`src/rtl/sin_pwm_dac.sv`:
```
// Frame-based PWM DAC for signed sine samples.
// A one-deep holding register feeds a new duty value at each frame boundary.
module sin_pwm_dac #(
  parameter int WIDTH    = 9,
  parameter int PRESCALE = 1
) (
  input  logic             clk,
  input  logic             rst_n,
  input  logic             en,
  input  logic [WIDTH-1:0] sample_in,
  input  logic             sample_valid,
  output logic             sample_ready,
  output logic             pwm_out,
  output logic             frame_start,
  output logic             underrun,
  output logic             busy
);

  localparam int PW = (PRESCALE > 1) ? $clog2(PRESCALE) : 1;
  localparam logic [PW-1:0]    PMAX = PW'(PRESCALE - 1);
  localparam logic [WIDTH-1:0] CMAX = '1;
  localparam logic [WIDTH-1:0] MID  =
    {1'b1, {(WIDTH-1){1'b0}}};

  typedef enum logic [1:0] {
    IDLE  = 2'd0,
    RUN   = 2'd1,
    DRAIN = 2'd2
  } state_e;

  state_e           state_q, state_d;
  logic [WIDTH-1:0] hold_q, hold_d;
  logic             hvld_q, hvld_d;
  logic [WIDTH-1:0] duty_q, duty_d;
  logic [WIDTH-1:0] cnt_q, cnt_d;
  logic [PW-1:0]    presc_q, presc_d;
  logic             pwm_q, pwm_d;
  logic             fs_q, fs_d;
  logic             ur_q, ur_d;
  logic             busy_q, busy_d;

  logic             tick;
  logic             last;
  logic             active;
  logic             load;
  logic             xfer;
  logic [WIDTH-1:0] duty_eff;

  always_comb begin
    tick     = (presc_q == PMAX);
    last     = tick && (cnt_q == CMAX);
    active   = (state_q != IDLE);
    load     = (state_q == RUN) &&
               (cnt_q == '0) && (presc_q == '0);
    xfer     = sample_valid && !hvld_q;
    duty_eff = (load && hvld_q) ? hold_q : duty_q;

    state_d  = state_q;
    hold_d   = hold_q;
    hvld_d   = hvld_q;
    duty_d   = duty_q;
    cnt_d    = cnt_q;
    presc_d  = presc_q;
    fs_d     = 1'b0;
    ur_d     = 1'b0;

    unique case (state_q)
      IDLE: begin
        if (en) state_d = RUN;
      end
      RUN: begin
        if (!en) state_d = last ? IDLE : DRAIN;
      end
      DRAIN: begin
        if (en)        state_d = RUN;
        else if (last) state_d = IDLE;
      end
      default: state_d = IDLE;
    endcase

    if (load) begin
      duty_d = duty_eff;
      fs_d   = 1'b1;
      ur_d   = !hvld_q;
      hvld_d = 1'b0;
    end

    // Offset binary: flipping the sign bit maps -2^(W-1) to zero duty.
    if (xfer) begin
      hold_d = {~sample_in[WIDTH-1], sample_in[WIDTH-2:0]};
      hvld_d = 1'b1;
    end

    if (state_d == IDLE) begin
      cnt_d   = '0;
      presc_d = '0;
    end else if (active) begin
      presc_d = tick ? '0 : presc_q + 1'b1;
      if (tick) cnt_d = cnt_q + 1'b1;
    end

    pwm_d  = active && (cnt_q < duty_eff);
    busy_d = (state_d != IDLE);
  end

  always_ff @(posedge clk or negedge rst_n) begin
    if (!rst_n) begin
      state_q <= IDLE;
      hold_q  <= '0;
      hvld_q  <= 1'b0;
      duty_q  <= MID;
      cnt_q   <= '0;
      presc_q <= '0;
      pwm_q   <= 1'b0;
      fs_q    <= 1'b0;
      ur_q    <= 1'b0;
      busy_q  <= 1'b0;
    end else begin
      state_q <= state_d;
      hold_q  <= hold_d;
      hvld_q  <= hvld_d;
      duty_q  <= duty_d;
      cnt_q   <= cnt_d;
      presc_q <= presc_d;
      pwm_q   <= pwm_d;
      fs_q    <= fs_d;
      ur_q    <= ur_d;
      busy_q  <= busy_d;
    end
  end

  assign sample_ready = !hvld_q;
  assign pwm_out      = pwm_q;
  assign frame_start  = fs_q;
  assign underrun     = ur_q;
  assign busy         = busy_q;

endmodule

```
`config.mk`:
```
export PLATFORM = sky130hd
export DESIGN_NAME = sin_pwm_dac
export DESIGN_NICKNAME = d
export VERILOG_FILES = /design/src/rtl/sin_pwm_dac.sv
export SDC_FILE = /design/constraint.sdc
export NUM_CORES = 1
export LEC_CHECK = 0
export ABC_AREA = 1
export ABC_CLOCK_PERIOD_IN_PS = 2500
export BUFFER_PORTS_ARGS = -buffer_cell sky130_fd_sc_hd__buf_2
export CAP_MARGIN = 40
export CELL_PAD_IN_SITES_DETAIL_PLACEMENT = 0
export CELL_PAD_IN_SITES_GLOBAL_PLACEMENT = 1
export CORE_MARGIN = 2
export CORE_UTILIZATION = 46
export CTS_BUF_LIST = sky130_fd_sc_hd__clkbuf_4
export DETAILED_ROUTE_END_ITERATION = 16
export GPL_ROUTABILITY_DRIVEN = 0
export HOLD_SLACK_MARGIN = 0.06
export PLACE_DENSITY = 0.84
export REMOVE_ABC_BUFFERS = 1
export SLEW_MARGIN = 5
export SYNTH_ARGS = -nofsm -noshare
export SYNTH_HDL_FRONTEND = slang
export SYNTH_SLANG_ARGS = --single-unit
```
`constraint.sdc`:
```
create_clock -name clk -period 2.5 [get_ports clk]
set_input_delay 0.25 -clock clk [delete_from_list [all_inputs] [get_ports clk]]
set_output_delay 0.25 -clock clk [all_outputs]
set_load 0.005 [all_outputs]
```
Word level (Yosys, flattened, before mapping)
Index checks and enable logic that the tools add are counted.

cells by class
  bitwise logic cells = 2
  shifts and indexed selects = 0
  mux-type cells = 17
  div/mod/pow operators = 0
  reduce and logical (&&, ||, !) cells = 15
  equality and inequality tests = 4
  $lt $le $gt $ge = 1
  add/subtract/negate cells = 2
  multiply operators = 0

operators by type and width
  kind                   number
  $mux W9                4
  $mux W2                5
  $add A9 B1 Y9 const B  1
  $eq A9 B9 Y1 const B   1
  $logic_not A9 Y1       1
  $lt A9 B9 Y1           1
  $reduce_bool A2 Y1     4
  $mux W1                7
  $logic_and A1 B1 Y1    6
  $pmux W2 S3            1
  $logic_not A2 Y1       2
  $eq A2 B1 Y1 const B   1
  $eq A2 B2 Y1 const B   1
  $ne A2 B1 Y1 const B   1
  $not A1 Y1             2
  $reduce_and A2 Y1      1
  $add A1 B1 Y1 const B  1
  $logic_not A1 Y1       1

storage, ports and cells
  memories = 0
  RAM bits = 0
  logic and storage cells = 51
  input bits = 13
  bits in registers = 35
  latch bits = 0
  bits in read-only memories = 0
  output and inout bits = 5

Longest topological paths before layout
Gate-level depths: netlist of run 1.

  depth in word-level cells = 8
  depth in mapped cells = 17
  depth with buffers taken out = 16

Least setup slack after synthesis of run 1
Ideal clock, no wire load.

  kind = reg2reg
  start point = register cnt_q[0]
  end point = register pwm_q (netlist: pwm_out)
  setup time = 0.128 ns
  required time = 2.372 ns
  path buffers = 1
  path slack = 0.322 ns
  cell stages (with the launch flop) = 15
  arrival time = 2.050 ns
  clock period less this slack = 2.178 ns
  path through = dfrtp_1 > inv_1 > ha_1 > inv_1 > nor2_1 > nand2_2 > nor2_4 > nand3_4 > buf_6 > nand2_1 > o21ai_2 > ha_1 > nand2_1 > nor4_1 > a21oi_1

on the way
  word-level cells in the longest chain between the ends = 7

ends and longest elaborated chain
  what                     line  text
  from (decl)              35    logic [WIDTH-1:0] cnt_q, cnt_d;
  from (signal assigned)   123   cnt_q <= cnt_d;
  $logic_not A9 Y1         54    (cnt_q == '0) && (presc_q == '0);
  $logic_and A1 B1 Y1      53    load = (state_q == RUN) &&
  $logic_and A1 B1 Y1      54
  $logic_and A1 B1 Y1      56    duty_eff = (load && hvld_q) ? hold_q : duty_q;
  $mux W9                  56
  $lt A9 B9 Y1 (*)         102   pwm_d = active && (cnt_q < duty_eff);
  $logic_and A1 B1 Y1 (*)  102
  net pwm_d                37    logic pwm_q, pwm_d;
  to (signal assigned)     125   pwm_q <= pwm_d;
  to (decl)                37

The timed path passes the listed nets; every way through them passes the cells marked *.
A chain may end at the register's enable or synchronous reset.

Final worst setup path of run 1
Ends and elaborated chain as after synthesis.

==> flow_metrics.env, run 1 <==
export IMPL_clockPowerShare=0.176
export IMPL_placement_io_buffers=17
export IMPL_clockBufferDepth=2
export IMPL_post_synth_num_cell_types=23
export IMPL_global_route_overflow_total=0
export IMPL_timing_max_slew_rel_slack=0.4970
export IMPL_initial_utilization=0.4725
export IMPL_final_layout_size_suffix_gt1_frac=0.2991
export IMPL_fp_dieArea_um2=4237
export IMPL_drt_wl_total_um=3298
export IMPL_yosysWarningCount=0
export IMPL_critical_path_startpoint_type="flip-flop"
export IMPL_wl_met3_um=106
export IMPL_timing_final_ws_setup_ns=0.1495
export IMPL_synth_avg_cell_area_um2=8.988
export IMPL_initial_antenna_violation_count=0
export IMPL_layout_filler_cells=343
export IMPL_power_switching_mw=0.6350
export IMPL_synth_main_ff_cell="dfrtp_1"
export IMPL_critPathCaptureType="flip-flop"
export IMPL_wl_per_cell_um=12.13
export IMPL_crit_chain="inv_2 -> ha_1 -> inv_1 -> nor2_1 -> nand2_2 -> nor2_4 -> nand3_4 -> o21ai_2 -> ha_1 -> a211oi_1 -> nand4_1 -> a21oi_1"
export IMPL_final_min_period_ns=2.350
export IMPL_root_buffer="clkbuf_4"
export IMPL_min_delay_path_depth=2
export IMPL_timing_critical_path_arrival_ns=2.61
export IMPL_die_width_um=65.09
export IMPL_met2_length_um=1572
export IMPL_cts_num_sinks=34
export IMPL_ff2ff_path_depth=12
export IMPL_syn_cell_area_um2=1717
export IMPL_clk_transition_reported_paths_ns=0.10
export IMPL_power_per_cell_area_nw_per_um2=890.6
export IMPL_skew_ns=0.01082
export IMPL_drt_first_iter_violations=67
export IMPL_num_vias=1336
export IMPL_final_antenna_net_count=0
export IMPL_internal_power_mw=1.152
export IMPL_global_route_wire_length_before_repair_um=5409
export IMPL_max_cap_violations=0
export IMPL_status="completed"
export IMPL_dpl_instance_area_um2=1856
export IMPL_boundaryPins=18
export IMPL_reg2reg_setup_slack_ns=0.15
export IMPL_cts_inserted_buffers=5
export IMPL_area_added_between_synthesis_and_finish_pct=16.91
export IMPL_routed_top_layer="met4"
export IMPL_htree_levels=2
export IMPL_maxClockFrequency_mhz=425.4
export IMPL_finalHoldViolations=0
export IMPL_crit_path_max_fanout=8
export IMPL_timing_critical_path_required_ns=2.76
export IMPL_core_area_um2=3633
export IMPL_finalInstanceArea_um2=2007
export IMPL_grt_max_degree=35
export IMPL_max_stage_delay_ns=0.40
export IMPL_seq_power_share=0.464
export IMPL_clock_insertion_delay_worst_skew_ns=0.33
export IMPL_tightestPinTransition_ns=0.7544
export IMPL_async_set_or_reset_register_ratio_after_synthesis=1.000
export IMPL_synth_seq_cells=34
export IMPL_number_of_logic_stages_on_the_critical_path_including_buffering=12
export IMPL_dp_hpwl_um=2250
export IMPL_share_comb_of_total_power=0.359
export IMPL_rows=22
export IMPL_setup_viol=0
export IMPL_number_of_global_route_vias_before_repair=1190
export IMPL_power_switching_fraction=0.3553
export IMPL_worstSetupPathType="flip-flop to flip-flop"
export IMPL_maxSlewViolCount=0
export IMPL_drt_met1_wl_um=1542
export IMPL_hold_path_class="input port to flip-flop"
export IMPL_worst_path_buf_inv=2
export IMPL_period_share=0.9402
export IMPL_leakage_nw=1.047
export IMPL_vdd_ir_drop_max_uv=357.1
export IMPL_crit_family="simple AND/OR/NAND/NOR gates"
export IMPL_preCtsSetupSlack_ns=0.1491
export IMPL_cpMostUsedCell="ha_1"
export IMPL_yosysSeqAreaShare=0.4964
export IMPL_synth_cells=191
export IMPL_num_nets_final=247
export IMPL_total_power_mw=1.787
export IMPL_tritoncts="yes"
export IMPL_cp_slowest_cell="dfrtp_1"
export IMPL_die_height_um=65.09
export IMPL_remaining_drc_errors=0
export IMPL_antennaDiodeCount=0
export IMPL_synth_edf_count=0
export IMPL_first_pass_iters=4
export IMPL_viasPerCell=4.912
export IMPL_globalRouteTotalUtil=0.1702
-- cell usage in the layout (no fill, tap or decap) --
cell,synthesis,final
dfrtp_1,33,33
mux2_2,6,6
buf_2,2,17
inv_1,28,27
clkbuf_4,0,8
and2_1,1,1
o21ai_2,9,9
nand3_2,0,1
nor2_4,1,1
nor4_2,0,1
nand3_1,9,9
nand2_2,1,2
ha_1,11,11
nand3_4,1,2
nand4_1,2,2
buf_4,0,8
nor3_1,4,4
nor2_2,1,1
a211oi_1,1,1
nor2_1,19,19
dfstp_2,1,1
a21oi_1,10,10
nand2_1,32,31
inv_2,9,10
o21ai_0,8,8
dlygate4sd3_1,0,1
-- per-layer routing --
| metal | GRT usage | vias up |
|---|---|---|
| li1 | - | 676 |
| met1 | 0.2206 | 633 |
| met2 | 0.2629 | 19 |
| met3 | 0.05137 | 8 |
| met4 | 0.07813 | 0 |
| met5 | 0 | - |
-- final cells by class --
cell class	count	area [um^2]	area share
repair buffers	26	155.1	0.07731
flip-flops and latches	34	852.1	0.4246
multi-input cells	119	740.7	0.3691
clock buffers	8	60.06	0.02993
inverters	37	138.9	0.06920
well taps	48	60.06	0.02993
-- metrics by stage --
stage | setup TNS (ns) | utilization | instances | hold slack (ns)
floorplan | 0 | - | 188 | -0.04559
global placement | 0 | 0.5107 | 255 | 0.3565
detailed placement | 0 | 0.5107 | 255 | 0.3667
CTS | 0 | 0.5300 | 264 | 0.08983
global route | -0.04793 | 0.5523 | 272 | 0.1200
finish | 0 | 0.5523 | 272 | 0.1092
-- registers in the layout, summed over array words and instances (netlist names), 2 cells and up --
name     flops
cnt_q        9
duty_q       9
hold_q       9
state_q      2
-- power groups by stage --
stage                     registers, mW  clock network (mW)  logic [mW]
after floorplan                   0.813                   0       0.461
after global placement            0.831                   0       0.562
after detailed placement          0.836                   0       0.585
after CTS                         0.824               0.329       0.589
after global routing              0.852               0.349       0.749
final                             0.830               0.315       0.643
-- synthesized netlist by cell type, types with 4 or more instances --
master | instances | area share
dfrtp_1 | 33 | 0.48
inv_2 | 9 | 0.020
mux2_2 | 6 | 0.039
ha_1 | 11 | 0.080
a21oi_1 | 10 | 0.029
o21ai_0 | 8 | 0.023
o21ai_2 | 9 | 0.046
nand2_1 | 32 | 0.070
nor3_1 | 4 | 0.012
inv_1 | 28 | 0.061
nand3_1 | 9 | 0.026
nor2_1 | 19 | 0.042
-- path summary, 6_finish.rpt --
check,from,end
max,cnt_q[0],pwm_out
min,sample_in[8],hold_q[8]
max reg2reg,cnt_q[0],pwm_out
min reg2reg,duty_q[6],duty_q[6]
max in group asynchronous,rst_n,hold_q[4]
min in group asynchronous,rst_n,duty_q[5]
-- what timing repair did --
| action | CTS | global route |
|---|---|---|
| hold buffers | 1 | 0 |
| endpoints found under the setup margin | 0 | 1 |
| endpoints found under the hold margin | 33 | 0 |
| gates resized for setup | 0 | 4 |
| setup buffers | 0 | 6 |
-- logic make-up after synthesis --
kind of cell | Yosys count | synth area share
adders and majority gates | 11 | 0.08017
muxes | 6 | 0.03936
buffers and inverters | 40 | 0.09329
AOI/OAI and AO/OA | 28 | 0.1028
DFF | 34 | 0.4964
and+or+nand+nor | 72 | 0.1881
Power figures use the tool's default switching activity.
==> run 2, diff against run 1 <==
- PLACE_DENSITY: 0.84 -> 0.88
- REMOVE_ABC_BUFFERS: 1 -> unset
==> flow_metrics.env, run 2 (synthesis gave the netlist of run 1 again) <==
export IMPL_crit_path_max_fanout=8
export IMPL_preCtsSetupSlack_ns=0.1621
export IMPL_maxSlewViolCount=0
export IMPL_max_cap_violations=0
export IMPL_maxClockFrequency_mhz=426.0
export IMPL_final_layout_size_suffix_gt1_frac=0.2915
export IMPL_finalHoldViolations=0
export IMPL_skew_ns=0.01237
export IMPL_clockPowerShare=0.163
export IMPL_viasPerCell=4.823
export IMPL_synth_fp_nets=215
export IMPL_power_per_cell_area_nw_per_um2=896.8
export IMPL_die_height_um=65.09
export IMPL_met2_length_um=1592
export IMPL_layout_cells_most_common="dfrtp_1"
export IMPL_remaining_drc_errors=0
export IMPL_wl_met3_um=136
export IMPL_core_area_um2=3633
export IMPL_final_antenna_net_count=0
export IMPL_global_route_overflow_total=0
export IMPL_root_buffer="clkbuf_4"
export IMPL_timing_critical_path_required_ns=2.73
export IMPL_clockBufferDepth=2
export IMPL_cts_inserted_buffers=5
export IMPL_biggestRegsByFlops="cnt_q x9, duty_q x9, hold_q x9"
export IMPL_tightestPinTransition_ns=0.7475
export IMPL_routed_top_layer="met4"
export IMPL_placement_io_buffers=17
export IMPL_crit_family="simple AND/OR/NAND/NOR gates"
export IMPL_final_min_period_ns=2.347
export IMPL_drt_met1_wl_um=1596
export IMPL_first_pass_iters=4
export IMPL_initial_utilization=0.4725
export IMPL_power_switching_fraction=0.3713
export IMPL_wl_per_cell_um=12.59
export IMPL_crit_chain="inv_2 -> ha_1 -> inv_1 -> nor2_1 -> nand2_2 -> nor2_4 -> buf_12 -> nand3_4 -> nand2_1 -> o21ai_2 -> ha_1 -> nand2_1 -> nor4_1 -> a21oi_1"
export IMPL_period_share=0.9390
export IMPL_timing_max_slew_rel_slack=0.5017
export IMPL_setup_viol=0
export IMPL_hold_ws_ns=0.1028
export IMPL_total_power_mw=1.818
export IMPL_internal_power_mw=1.143
export IMPL_antennaDiodeCount=0
export IMPL_max_stage_delay_ns=0.41
export IMPL_number_of_global_route_vias_before_repair=1169
export IMPL_grt_max_degree=35
export IMPL_seq_power_share=0.457
export IMPL_timing_hold_worst_endpoint="hold_q[8]"
export IMPL_cp_slowest_cell="dfrtp_1"
export IMPL_dpl_instance_area_um2=1856
export IMPL_finalInstanceArea_um2=2027
export IMPL_r2r_start="cnt_q[0]"
export IMPL_htree_levels=2
export IMPL_ff2ff_path_depth=14
export IMPL_timing_final_ws_setup_ns=0.1525
export IMPL_global_route_wire_length_before_repair_um=5520
export IMPL_critPathCaptureType="flip-flop"
export IMPL_power_switching_mw=0.6749
export IMPL_drt_wl_total_um=3411
export IMPL_reg2reg_setup_slack_ns=0.15
export IMPL_holdCritStartpoint="sample_in[8]"
export IMPL_fp_dieArea_um2=4237
export IMPL_vdd_ir_drop_max_uv=361.9
export IMPL_dp_hpwl_um=2268
export IMPL_clock_insertion_delay_worst_skew_ns=0.34
export IMPL_status="completed"
export IMPL_num_nets_final=246
export IMPL_drt_first_iter_violations=65
export IMPL_area_added_between_synthesis_and_finish_pct=18.08
export IMPL_most_frequent_cells_in_the_layout="dfrtp_1, nand2_1, inv_1"
export IMPL_hold_path_class="input port to flip-flop"
export IMPL_initial_antenna_violation_count=0
export IMPL_leakage_nw=1.046
export IMPL_clk_transition_reported_paths_ns=0.11
export IMPL_boundaryPins=18
export IMPL_rows=22
export IMPL_cts_num_sinks=34
export IMPL_globalRouteTotalUtil=0.1760
export IMPL_die_width_um=65.09
export IMPL_min_delay_path_depth=2
export IMPL_tritoncts="yes"
export IMPL_critical_path_startpoint_type="flip-flop"
export IMPL_num_vias=1307
export IMPL_worst_path_buf_inv=3
export IMPL_worstSetupPathType="flip-flop to flip-flop"
export IMPL_share_comb_of_total_power=0.379
export IMPL_timing_critical_path_arrival_ns=2.57
export IMPL_final_core_occ=0.5579
export IMPL_worstReg2RegEnd="pwm_out"
[run 2: power groups by stage]
stage               registers (mW)  logic, mW  clock network (mW)
global route                 0.851      0.785               0.346
floorplan                    0.813      0.473                   0
global placement             0.828      0.578                   0
detailed placement           0.834      0.593                   0
CTS                          0.821      0.599               0.308
finish                       0.832      0.690               0.297
[run 2: what timing repair did]
action | 4_1_cts | 5_1_grt
setup buffers | 0 | 5
endpoints found under the setup margin | 0 | 1
gates resized for setup | 0 | 7
hold buffers | 1 | 0
hold endpoints to repair | 33 | 0
[run 2: through the flow]
| stage | setup TNS [ns] | cells |
|---|---|---|
| floorplan | 0 | 191 |
| CTS | 0 | 264 |
| global route | -0.02084 | 271 |
| detailed placement | 0 | 255 |
| global placement | 0 | 255 |
| finish | 0 | 271 |
[run 2: routing by layer]
metal / vias to the layer above / GRT usage
met5: - / 0
met4: 0 / 0.08594
met3: 8 / 0.05993
met2: 28 / 0.2629
met1: 601 / 0.2297
li1: 670 / -
[run 2: cell type report]
cell class | count | area, um^2
repair buffers | 25 | 160.2
clock inverters | 2 | 8.758
multi-input cells | 119 | 762.0
inverters | 37 | 138.9
clock buffers | 6 | 45.04
fillers | 348 | 1607
well taps | 48 | 60.06
flip-flops and latches | 34 | 852.1
[run 2: worst max-delay path by stage]
stage / from / to / cells after the start
after floorplan: cnt_q[0] / pwm_out / 14
after global placement: cnt_q[0] / pwm_out / 13
after detailed placement: cnt_q[0] / pwm_out / 13
after CTS: cnt_q[0] / pwm_out / 13
after global routing: cnt_q[0] / pwm_out / 15
final: cnt_q[0] / pwm_out / 14
